### src/rtl/wb_interconnect_param_if.sv
// Wishbone bus bundle between the CPU master, the interconnect and its NSLV slaves.
// Signal suffixes are from the interconnect's point of view.
interface wb_interconnect_param_if #(
    parameter int NSLV = 4,
    parameter int AW   = 32,
    parameter int DW   = 32
);
    logic               wbm_cyc_i;
    logic               wbm_stb_i;
    logic               wbm_we_i;
    logic [AW-1:0]      wbm_adr_i;
    logic [DW-1:0]      wbm_dat_i;
    logic [DW-1:0]      wbm_dat_o;
    logic               wbm_ack_o;
    logic               wbm_err_o;

    logic [NSLV-1:0]    wbs_cyc_o;
    logic [NSLV-1:0]    wbs_stb_o;
    logic               wbs_we_o;
    logic [AW-1:0]      wbs_adr_o;
    logic [DW-1:0]      wbs_dat_o;
    logic [NSLV*DW-1:0] wbs_dat_i;
    logic [NSLV-1:0]    wbs_ack_i;

    // The interconnect acts as the slave of the CPU bus.
    modport slave (
        input  wbm_cyc_i, wbm_stb_i, wbm_we_i, wbm_adr_i, wbm_dat_i, wbs_dat_i, wbs_ack_i,
        output wbm_dat_o, wbm_ack_o, wbm_err_o, wbs_cyc_o, wbs_stb_o, wbs_we_o, wbs_adr_o, wbs_dat_o
    );

    modport master (
        output wbm_cyc_i, wbm_stb_i, wbm_we_i, wbm_adr_i, wbm_dat_i, wbs_dat_i, wbs_ack_i,
        input  wbm_dat_o, wbm_ack_o, wbm_err_o, wbs_cyc_o, wbs_stb_o, wbs_we_o, wbs_adr_o, wbs_dat_o
    );
endinterface

### src/rtl/wb_interconnect_param.sv
// Single-master Wishbone classic interconnect with base/mask decode, registered request,
// bus-timeout watchdog and error counting / last-error-address capture.
module wb_interconnect_param #(
    parameter int                 NSLV     = 4,
    parameter int                 AW       = 32,
    parameter int                 DW       = 32,
    parameter logic [NSLV*AW-1:0] SLV_BASE = {32'h3000_0000, 32'h2000_0000,
                                              32'h1000_0000, 32'h0000_0000},
    parameter logic [NSLV*AW-1:0] SLV_MASK = {NSLV{32'hF000_0000}},
    parameter int                 TIMEOUT  = 255
) (
    input  logic                          wb_clk,
    input  logic                          wb_rst,
    wb_interconnect_param_if.slave        bus,
    output logic [15:0]                   err_count_o,
    output logic [AW-1:0]                 err_adr_o
);

    typedef enum logic [1:0] {IDLE, ACTIVE, RESP} state_e;

    state_e          state_q, state_d;
    logic [NSLV-1:0] sel_q, sel_d;
    logic [15:0]     cnt_q, cnt_d;
    logic            resp_err_q, resp_err_d;
    logic [AW-1:0]   adr_q, adr_d;
    logic [DW-1:0]   wdat_q, wdat_d;
    logic            we_q, we_d;
    logic [DW-1:0]   rdat_q, rdat_d;
    logic [15:0]     err_cnt_q, err_cnt_d;
    logic [AW-1:0]   err_adr_q, err_adr_d;

    logic [NSLV-1:0] match_sel;
    logic            sel_ack;
    logic [DW-1:0]   sel_dat;
    logic            raise_err;

    // Descending scan so the lowest-index matching slave overwrites any higher match.
    always_comb begin
        match_sel = '0;
        for (int i = NSLV - 1; i >= 0; i--) begin
            if ((bus.wbm_adr_i & SLV_MASK[i*AW +: AW]) ==
                (SLV_BASE[i*AW +: AW] & SLV_MASK[i*AW +: AW])) begin
                match_sel    = '0;
                match_sel[i] = 1'b1;
            end
        end
    end

    always_comb begin
        sel_dat = '0;
        for (int i = 0; i < NSLV; i++) begin
            if (sel_q[i]) sel_dat = sel_dat | bus.wbs_dat_i[i*DW +: DW];
        end
    end

    assign sel_ack = |(bus.wbs_ack_i & sel_q);

    always_comb begin
        state_d    = state_q;
        sel_d      = sel_q;
        cnt_d      = cnt_q;
        resp_err_d = resp_err_q;
        adr_d      = adr_q;
        wdat_d     = wdat_q;
        we_d       = we_q;
        rdat_d     = rdat_q;
        err_cnt_d  = err_cnt_q;
        err_adr_d  = err_adr_q;
        raise_err  = 1'b0;

        case (state_q)
            IDLE: begin
                if (bus.wbm_cyc_i && bus.wbm_stb_i) begin
                    adr_d  = bus.wbm_adr_i;
                    wdat_d = bus.wbm_dat_i;
                    we_d   = bus.wbm_we_i;
                    if (|match_sel) begin
                        sel_d   = match_sel;
                        cnt_d   = '0;
                        state_d = ACTIVE;
                    end else begin
                        raise_err = 1'b1;
                        err_adr_d = bus.wbm_adr_i;
                    end
                end
            end
            ACTIVE: begin
                if (!bus.wbm_cyc_i) begin
                    state_d = IDLE;
                end else if (sel_ack) begin
                    rdat_d     = sel_dat;
                    resp_err_d = 1'b0;
                    state_d    = RESP;
                end else if (cnt_q == 16'(TIMEOUT - 1)) begin
                    raise_err = 1'b1;
                    err_adr_d = adr_q;
                end else begin
                    cnt_d = cnt_q + 16'd1;
                end
            end
            RESP:    state_d = IDLE;
            default: state_d = IDLE;
        endcase

        // Unmapped and timeout terminations share the same bookkeeping.
        if (raise_err) begin
            resp_err_d = 1'b1;
            rdat_d     = '0;
            state_d    = RESP;
            if (err_cnt_q != 16'hFFFF) err_cnt_d = err_cnt_q + 16'd1;
        end
    end

    always_ff @(posedge wb_clk) begin
        if (wb_rst) begin
            state_q    <= IDLE;
            sel_q      <= '0;
            cnt_q      <= '0;
            resp_err_q <= 1'b0;
            adr_q      <= '0;
            wdat_q     <= '0;
            we_q       <= 1'b0;
            rdat_q     <= '0;
            err_cnt_q  <= '0;
            err_adr_q  <= '0;
        end else begin
            state_q    <= state_d;
            sel_q      <= sel_d;
            cnt_q      <= cnt_d;
            resp_err_q <= resp_err_d;
            adr_q      <= adr_d;
            wdat_q     <= wdat_d;
            we_q       <= we_d;
            rdat_q     <= rdat_d;
            err_cnt_q  <= err_cnt_d;
            err_adr_q  <= err_adr_d;
        end
    end

    assign bus.wbs_cyc_o = (state_q == ACTIVE) ? sel_q : '0;
    assign bus.wbs_stb_o = (state_q == ACTIVE) ? sel_q : '0;
    assign bus.wbs_we_o  = we_q;
    assign bus.wbs_adr_o = adr_q;
    assign bus.wbs_dat_o = wdat_q;
    assign bus.wbm_dat_o = rdat_q;
    assign bus.wbm_ack_o = (state_q == RESP) && !resp_err_q;
    assign bus.wbm_err_o = (state_q == RESP) && resp_err_q;
    assign err_count_o   = err_cnt_q;
    assign err_adr_o     = err_adr_q;

endmodule

### src/flat_wrapper.sv
// flat-port wrapper written by rule: the top's interface ports become plain ports
module wb_interconnect_param_flat 
#(
    parameter int                 NSLV     = 4,
    parameter int                 AW       = 32,
    parameter int                 DW       = 32,
    parameter logic [NSLV*AW-1:0] SLV_BASE = {32'h3000_0000, 32'h2000_0000,
                                              32'h1000_0000, 32'h0000_0000},
    parameter logic [NSLV*AW-1:0] SLV_MASK = {NSLV{32'hF000_0000}},
    parameter int                 TIMEOUT  = 255
)
  (wb_clk, wb_rst, err_count_o, err_adr_o, bus_wbm_cyc_i, bus_wbm_stb_i, bus_wbm_we_i, bus_wbm_adr_i, bus_wbm_dat_i, bus_wbs_dat_i, bus_wbs_ack_i, bus_wbm_dat_o, bus_wbm_ack_o, bus_wbm_err_o, bus_wbs_cyc_o, bus_wbs_stb_o, bus_wbs_we_o, bus_wbs_adr_o, bus_wbs_dat_o);
  wb_interconnect_param_if #(.NSLV(NSLV), .AW(AW), .DW(DW)) bus_i ();
  input  logic wb_clk;
  input  logic wb_rst;
  output logic [15:0] err_count_o;
  output logic [AW-1:0] err_adr_o;
  input wire logic [$bits(bus_i.wbm_cyc_i)-1:0] bus_wbm_cyc_i;
  input wire logic [$bits(bus_i.wbm_stb_i)-1:0] bus_wbm_stb_i;
  input wire logic [$bits(bus_i.wbm_we_i)-1:0] bus_wbm_we_i;
  input wire logic [$bits(bus_i.wbm_adr_i)-1:0] bus_wbm_adr_i;
  input wire logic [$bits(bus_i.wbm_dat_i)-1:0] bus_wbm_dat_i;
  input wire logic [$bits(bus_i.wbs_dat_i)-1:0] bus_wbs_dat_i;
  input wire logic [$bits(bus_i.wbs_ack_i)-1:0] bus_wbs_ack_i;
  output wire logic [$bits(bus_i.wbm_dat_o)-1:0] bus_wbm_dat_o;
  output wire logic [$bits(bus_i.wbm_ack_o)-1:0] bus_wbm_ack_o;
  output wire logic [$bits(bus_i.wbm_err_o)-1:0] bus_wbm_err_o;
  output wire logic [$bits(bus_i.wbs_cyc_o)-1:0] bus_wbs_cyc_o;
  output wire logic [$bits(bus_i.wbs_stb_o)-1:0] bus_wbs_stb_o;
  output wire logic [$bits(bus_i.wbs_we_o)-1:0] bus_wbs_we_o;
  output wire logic [$bits(bus_i.wbs_adr_o)-1:0] bus_wbs_adr_o;
  output wire logic [$bits(bus_i.wbs_dat_o)-1:0] bus_wbs_dat_o;
  assign bus_i.wbm_cyc_i = bus_wbm_cyc_i;
  assign bus_i.wbm_stb_i = bus_wbm_stb_i;
  assign bus_i.wbm_we_i = bus_wbm_we_i;
  assign bus_i.wbm_adr_i = bus_wbm_adr_i;
  assign bus_i.wbm_dat_i = bus_wbm_dat_i;
  assign bus_i.wbs_dat_i = bus_wbs_dat_i;
  assign bus_i.wbs_ack_i = bus_wbs_ack_i;
  assign bus_wbm_dat_o = bus_i.wbm_dat_o;
  assign bus_wbm_ack_o = bus_i.wbm_ack_o;
  assign bus_wbm_err_o = bus_i.wbm_err_o;
  assign bus_wbs_cyc_o = bus_i.wbs_cyc_o;
  assign bus_wbs_stb_o = bus_i.wbs_stb_o;
  assign bus_wbs_we_o = bus_i.wbs_we_o;
  assign bus_wbs_adr_o = bus_i.wbs_adr_o;
  assign bus_wbs_dat_o = bus_i.wbs_dat_o;
  wb_interconnect_param #(.NSLV(NSLV), .AW(AW), .DW(DW), .SLV_BASE(SLV_BASE), .SLV_MASK(SLV_MASK), .TIMEOUT(TIMEOUT)) u_core (.wb_clk(wb_clk), .wb_rst(wb_rst), .bus(bus_i), .err_count_o(err_count_o), .err_adr_o(err_adr_o));
endmodule
### config.mk
export PLATFORM = sky130hd
export DESIGN_NAME = wb_interconnect_param_flat
export DESIGN_NICKNAME = d
export VERILOG_FILES = /design/src/rtl/wb_interconnect_param_if.sv /design/src/rtl/wb_interconnect_param.sv /design/src/flat_wrapper.sv
export SDC_FILE = /design/constraint.sdc
export NUM_CORES = 1
export LEC_CHECK = 0
export CORE_AREA = 5 5 142 144
export DETAILED_ROUTE_END_ITERATION = 8
export DIE_AREA = 0 0 147 149
export PLACE_DENSITY = 0.78
export SKIP_CTS_REPAIR_TIMING = 1
export SLEW_MARGIN = 20
export SYNTH_ARGS = -nofsm -noshare
export SYNTH_HDL_FRONTEND = slang
export SYNTH_SLANG_ARGS = --single-unit
### constraint.sdc
create_clock -name wb_clk -period 4.35 [get_ports wb_clk]
set_input_delay 0.87 -clock wb_clk [delete_from_list [all_inputs] [get_ports wb_clk]]
set_output_delay 0.87 -clock wb_clk [all_outputs]
set_load 0.05 [all_outputs]
==> metrics.yaml, run 1 <==
drc: 0
ioPinCount: 356
peakVddDrop_v: 0.000317
grt_overflow: 0
fin_util_pct: 62.0
cts_tree: "built"
h-tree-depth: 4
critPathKind: "reg -> out"
syn_to_final_growth_pct: 58.0
tightest_slew_ns: 1.15
cts_root_buf: "clkbuf_16"
synthTopCellsByArea: "dfxtp_1 46%, nand2_1 11%, a311oi_1 7.7%, a22oi_1 6.8%, a21oi_1 6.2%"
period_needed_ns: 3.16
ys_seq_area_share_pct: 46.1
reg2reg_slack_ns: 1.54
synthFlopType: "dfxtp_1"
grt_setup_unrepaired: "no"
gp_congestion: 0.831
hold_violations: 0
synth_area_leader_cell: "dfxtp_1"
cts_made_buffers: 17
min_period_over_period_pct: 72.7
setup-violations-final: 0
via_count: 7787
clk_pin_slew_ns: 0.06
antenna_found_initial: 0
total_power_uw: 3800
cp.required_ns: 3.48
worst_r2r_path_depth: 7
placedCellCount: 1421
grt_first_pass_wirelength_mm: 41.0
fill_cells: 1592
synthSimpleGateAreaFrac_pct: 22.0
synth_nets: 1107
slowest_stage: "dfxtp_1"
worstReg2RegEnd: "u_core.err_count_o[5]$_SDFFE_PP0P_"
synth_edf_count: 0
drv_cap: 0
core_area_um2: 18600
stdcell_count: 1452
drt.antenna.violating_nets: 0
clockBufferDepth: 2
n_antenna_cell: 0
min_path_type: "reg -> reg"
start_util_pct: 39.3
detail_route.wl_per_cell_um: 18.5
dieArea_um2: 21900
rows: 50
synth_area_um2: 7290
status: "complete, no violations"
tns_ns: 0
postSynthCellCount: 903
insertion_delay_ns: 0.43
crit_arrival_ns: 2.29
drt_iter0_markers: 469
grt_usage_pct: 23.3
leakage_uw: 0.00386
layout-drive-gt1-share_pct: 5.01
crit_buf_inv: 1
clock.fmax_mhz: 316
power_density_nw_per_um2: 330
synth_xor_area_share_pct: 0.240
synth.area.mux_share_pct: 0.840
cpPeakStageDelay_ns: 0.81
synth_area_per_cell_um2: 8.08
relSlewSlack_pct: 23.4
ys_warn_count: 0
synthArstFlopShare_pct: 0
synth-compound-area-share_pct: 25.2
endpoint_kind: "primary output"
die_width_um: 147
min-delay-start: "u_core.sel_q[3]$_SDFFE_PP0P_"
path_cells: "and2_1, clkdlybuf4s50_1"
final_common_cell: "clkdlybuf4s50_1"
via_per_inst: 5.36
ys_ff_latch: 168
synth_adder_area_share_pct: 0.515
crit_fanout: 20
first_pass_iters: 5
clkSinkCount: 168
grt_pass1_vias: 7419
min_path_cells: 2
worstSetupStartpointType: "flip-flop"
synth.top_cell.area_share_pct: 46.1
io_buffers: 355
skew_ns: 0.0109
grt_max_degree: 85
synth_top_family_by_area: "compound AO/OA/AOI/OAI gates"
final_nets: 1410
die_h_um: 149
r2r_start: "u_core.err_count_o[1]$_SDFFE_PP0P_"
report.final.slew_viol_count: 0
synth.distinct_cells: 48
totalWireLength_mm: 26.8
place_hpwl_mm: 19.4
final_cell_mix: "354 x clkdlybuf4s50_1, 218 x nand2_1, 168 x dfxtp_1, 91 x a21oi_1, 87 x nor2_1"
critPathTopFamily: "flip-flops"
worstHoldEndpoint: "u_core.sel_q[3]$_SDFFE_PP0P_"
[cell type report]
type / count / area (µm²) / area share, %
flip-flops and latches: 168 / 3360 / 29.2
clock buffers: 21 / 470 / 4.08
multi-input cells: 645 / 3600 / 31.3
inverters: 5 / 18.8 / 0.163
clock inverters: 10 / 119 / 1.03
repair buffers: 369 / 3660 / 31.7
well taps: 234 / 293 / 2.54
[worst max-delay path by stage]
stage	startpoint	endpoint	slack, ns	depth (start not counted)
after floorplan	u_core.state_q[0]$_SDFFE_PP0P_	bus_wbs_stb_o[0]	1.45	6
after global placement	bus_wbm_adr_i[31]	u_core.bus.wbm_dat_o[30]$_SDFFE_PP0P_	1.00	7
after detailed placement	bus_wbm_adr_i[31]	u_core.bus.wbm_dat_o[19]$_SDFFE_PP0P_	0.90	7
after CTS	u_core.state_q[1]$_SDFFE_PP0P_	bus_wbm_ack_o	1.17	2
after global routing	bus_wbm_adr_i[31]	u_core.bus.wbm_dat_o[6]$_SDFFE_PP0P_	1.08	7
final	u_core.sel_q[0]$_SDFFE_PP0P_	bus_wbs_cyc_o[0]	1.19	2
[report_power, final]
group / switching (µW) / internal (µW) / leakage, µW
combinational: 364 / 293 / 0.00221
sequential: 33.5 / 1590 / 0.00137
clock: 628 / 891 / 0.000282
[cells by family (layout without fill, tap and decap cells)]
group	Yosys count	in the layout
adders and majority gates	3	3
DFF	168	168
AOI/OAI and AO/OA	259	259
xor gates and xnor gates	2	2
buffers and inverters	90	405
muxes	6	6
and+or+nand+nor	375	375
[synthesized netlist by cell type (2+ instances only)]
| library cell | number |
|---|---|
| nor3b_1 | 3 |
| or4_1 | 11 |
| nand3_1 | 13 |
| clkbuf_1 | 63 |
| o21ai_0 | 3 |
| dfxtp_1 | 168 |
| nor4b_1 | 2 |
| nor2b_1 | 3 |
| and4_1 | 4 |
| and2_1 | 4 |
| nand3b_1 | 2 |
| a41o_1 | 3 |
| nor4_1 | 3 |
| inv_1 | 5 |
| buf_1 | 5 |
| nor2_1 | 87 |
| a311oi_1 | 64 |
| nand2_1 | 218 |
| buf_2 | 12 |
| a211o_1 | 2 |
| nand2b_1 | 3 |
| nor3_1 | 7 |
| ha_1 | 3 |
| a31oi_1 | 3 |
| a31o_2 | 5 |
| or3_1 | 2 |
| a211oi_1 | 2 |
| o31ai_1 | 11 |
| a22oi_1 | 66 |
| mux2i_1 | 5 |
| nand4_1 | 8 |
| a21oi_1 | 91 |
| buf_4 | 5 |
| o21a_1 | 2 |
| xnor2_1 | 2 |
[through the flow]
step                      setup WS, ns  hold slack [ns]  area (µm²)
after floorplan                   1.45            0.454        7290
after global placement            1.00            0.438       10900
after detailed placement         0.900            0.446       10900
after CTS                         1.17            0.453       11500
after global routing              1.08            0.471       11500
final                             1.19            0.449       11500
[worst reg2reg max path, delay by kind of cell (launching register included)]
family,cells,cell delay [ns]
fa+ha+maj,1,0.21
simple gates,3,1.33
flops,1,0.43
buf+inv,2,0.42
mux,1,0.31
[state kept, by name, summed over array words and instances, names as in the netlist]
name	count
u_core.resp_err_q	1
u_core.cnt_q	16
u_core.bus.wbs_dat_o	32
u_core.bus.wbs_we_o	1
u_core.bus.wbm_dat_o	32
u_core.state_q	2
u_core.bus.wbs_adr_o	32
u_core.err_count_o	16
u_core.err_adr_o	32
u_core.sel_q	4
[per-layer routing]
layer	vias up	global-route usage, %	share of wire [%]
met5	-	0	0
met4	0	8.62	2.5
met3	41	6.81	8.5
met2	302	40.3	50
met1	3595	27.6	39
li1	3849	-	-
No activity file was read; power rests on OpenSTA's default activity.
==> run 2, diff against run 1 <==
--- a/config.mk
+++ b/config.mk
@@ -5,10 +5,10 @@
 export SDC_FILE = /design/constraint.sdc
 export NUM_CORES = 1
 export LEC_CHECK = 0
-export CORE_AREA = 5 5 142 144
+export CORE_AREA = 5 5 147 149
 export DETAILED_ROUTE_END_ITERATION = 8
-export DIE_AREA = 0 0 147 149
-export PLACE_DENSITY = 0.78
+export DIE_AREA = 0 0 152 154
+export PLACE_DENSITY = 0.76
 export SKIP_CTS_REPAIR_TIMING = 1
 export SLEW_MARGIN = 20
 export SYNTH_ARGS = -nofsm -noshare
==> constraint.sdc (replaced) <==
create_clock -name wb_clk -period 2.7 [get_ports wb_clk]
set_input_delay 0.54 -clock wb_clk [delete_from_list [all_inputs] [get_ports wb_clk]]
set_output_delay 0.54 -clock wb_clk [all_outputs]
set_load 0.05 [all_outputs]
==> run 2 against run 1 <==
Global-route usage shrank 1.1 points. Via count up 2.0%. Cell count grew 4.3%. First-iteration DRC count up 1.3%. Highest routed layer unchanged.
==> metrics.yaml, run 2 (synthesis results as in run 1) <==
status: "complete, no violations"
rows: 52
grt_max_degree: 68
tns_ns: 0
dieArea_um2: 23400
die_h_um: 154
drc: 0
setup-violations-final: 0
peakVddDrop_v: 0.000456
first_pass_iters: 5
clkSinkCount: 168
via_per_inst: 5.24
drt_iter0_markers: 475
core_area_um2: 20000
via_count: 7940
final_nets: 1436
hold_violations: 0
ioPinCount: 356
min_path_type: "in -> reg"
grt_pass1_vias: 7585
placedCellCount: 1483
grt_overflow: 0
fill_cells: 1817
totalWireLength_mm: 27.5
drt.antenna.violating_nets: 0
period_needed_ns: 2.60
grt_first_pass_wirelength_mm: 42.6
dp_worst_setup_slack_ns: 0.00724
total_power_uw: 6180
tightest_slew_ns: 0.715
detail_route.wl_per_cell_um: 18.2
stdcell_count: 1514
gp_congestion: 0.862
worst_r2r_path_depth: 7
insertion_delay_ns: 0.43
syn_to_final_growth_pct: 63.0
start_util_pct: 36.4
clock.fmax_mhz: 385
clockBufferDepth: 2
cp.required_ns: 3.01
cp-endpoint: "u_core.err_count_o[5]$_SDFFE_PP0P_"
n_antenna_cell: 0
grt_usage_pct: 22.3
crit_arrival_ns: 2.90
reg2reg_slack_ns: 0.10
antenna_found_initial: 0
drv_cap: 0
die_width_um: 152
setup_ws_ns: 0.103
worstReg2RegEnd: "u_core.err_count_o[5]$_SDFFE_PP0P_"
leakage_uw: 0.00404
r2r_start: "u_core.cnt_q[1]$_SDFFE_PP0P_"
report.final.slew_viol_count: 0
cts_made_buffers: 17
min_period_over_period_pct: 96.2
cts_root_buf: "clkbuf_16"
relSlewSlack_pct: 52.3
worstSetupStartpointType: "flip-flop"
cts_tree: "built"
grt_setup_unrepaired: "no"
final_common_cell: "clkdlybuf4s50_1"
endpoint_kind: "flip-flop"
clk_pin_slew_ns: 0.07
crit_start: "u_core.cnt_q[1]$_SDFFE_PP0P_"
skew_ns: 0.0120
h-tree-depth: 4
final_cell_mix: "345 x clkdlybuf4s50_1, 218 x nand2_1, 168 x dfxtp_1, 91 x a21oi_1, 87 x nor2_1"
power_density_nw_per_um2: 520
critPathKind: "reg -> reg"
io_buffers: 355
place_hpwl_mm: 19.7
layout-drive-gt1-share_pct: 7.80
crit_fanout: 29
[run 2: per-layer routing]
layer  GRT usage, %  vias up  share of wire [%]
met2           38.2      311                 50
met1           26.9     3686                 40
met5              0        -                  0
li1               -     3914                  -
met3           7.05       29                7.6
met4           6.34        0                2.0
[run 2: worst min-delay path by stage]
| stage | from | end | slack (ns) | depth (start not counted) |
|---|---|---|---|---|
| 2_1_floorplan | u_core.cnt_q[7]$_SDFFE_PP0P_ | u_core.cnt_q[7]$_SDFFE_PP0P_ | 0.45 | 2 |
| 3_3_place_gp | u_core.bus.wbs_dat_o[28]$_SDFFE_PP0P_ | u_core.bus.wbs_dat_o[28]$_SDFFE_PP0P_ | 0.44 | 2 |
| 3_5_place_dp | u_core.bus.wbs_dat_o[29]$_SDFFE_PP0P_ | u_core.bus.wbs_dat_o[29]$_SDFFE_PP0P_ | 0.45 | 2 |
| 4_1_cts | wb_rst | u_core.err_count_o[6]$_SDFFE_PP0P_ | 0.40 | 2 |
| 5_1_grt | wb_rst | u_core.err_count_o[13]$_SDFFE_PP0P_ | 0.41 | 2 |
| 6_report | wb_rst | u_core.err_count_o[8]$_SDFFE_PP0P_ | 0.42 | 2 |
[run 2: worst max-delay path, cell delays in order, from the launching register on]
cell and delay, ns:
dfxtp_1 0.41, ha_1 0.19, nor4b_1 0.42, a41oi_1 0.25
a211o_1 0.31, buf_12 0.17, nor4_1 0.36, mux2_2 0.37
[run 2: cell type report]
| type | instances | area (µm²) | area share [%] |
|---|---|---|---|
| clock buffer | 17 | 425 | 3.58 |
| sequential | 168 | 3360 | 28.3 |
| inverter | 5 | 18.8 | 0.158 |
| multi-input combinational | 645 | 3600 | 30.3 |
| tap | 270 | 338 | 2.84 |
| clock inverter | 14 | 160 | 1.35 |
| timing repair buffer | 395 | 3980 | 33.5 |
[run 2: stage by stage]
step | instance area (µm²) | util [%] | hold WS, ns
after CTS | 11900 | 59.3 | 0.402
final | 11900 | 59.3 | 0.422
after global routing | 11900 | 59.3 | 0.410
after floorplan | 7290 | - | 0.454
after detailed placement | 11300 | 56.4 | 0.446
after global placement | 11300 | 56.4 | 0.440
[run 2: report_power, final]
part | internal, µW | switching (µW) | leakage [µW] | total [µW]
combinational | 498 | 597 | 0.00240 | 1100
sequential | 2560 | 52.1 | 0.00137 | 2610
clock | 1380 | 1090 | 0.000280 | 2470
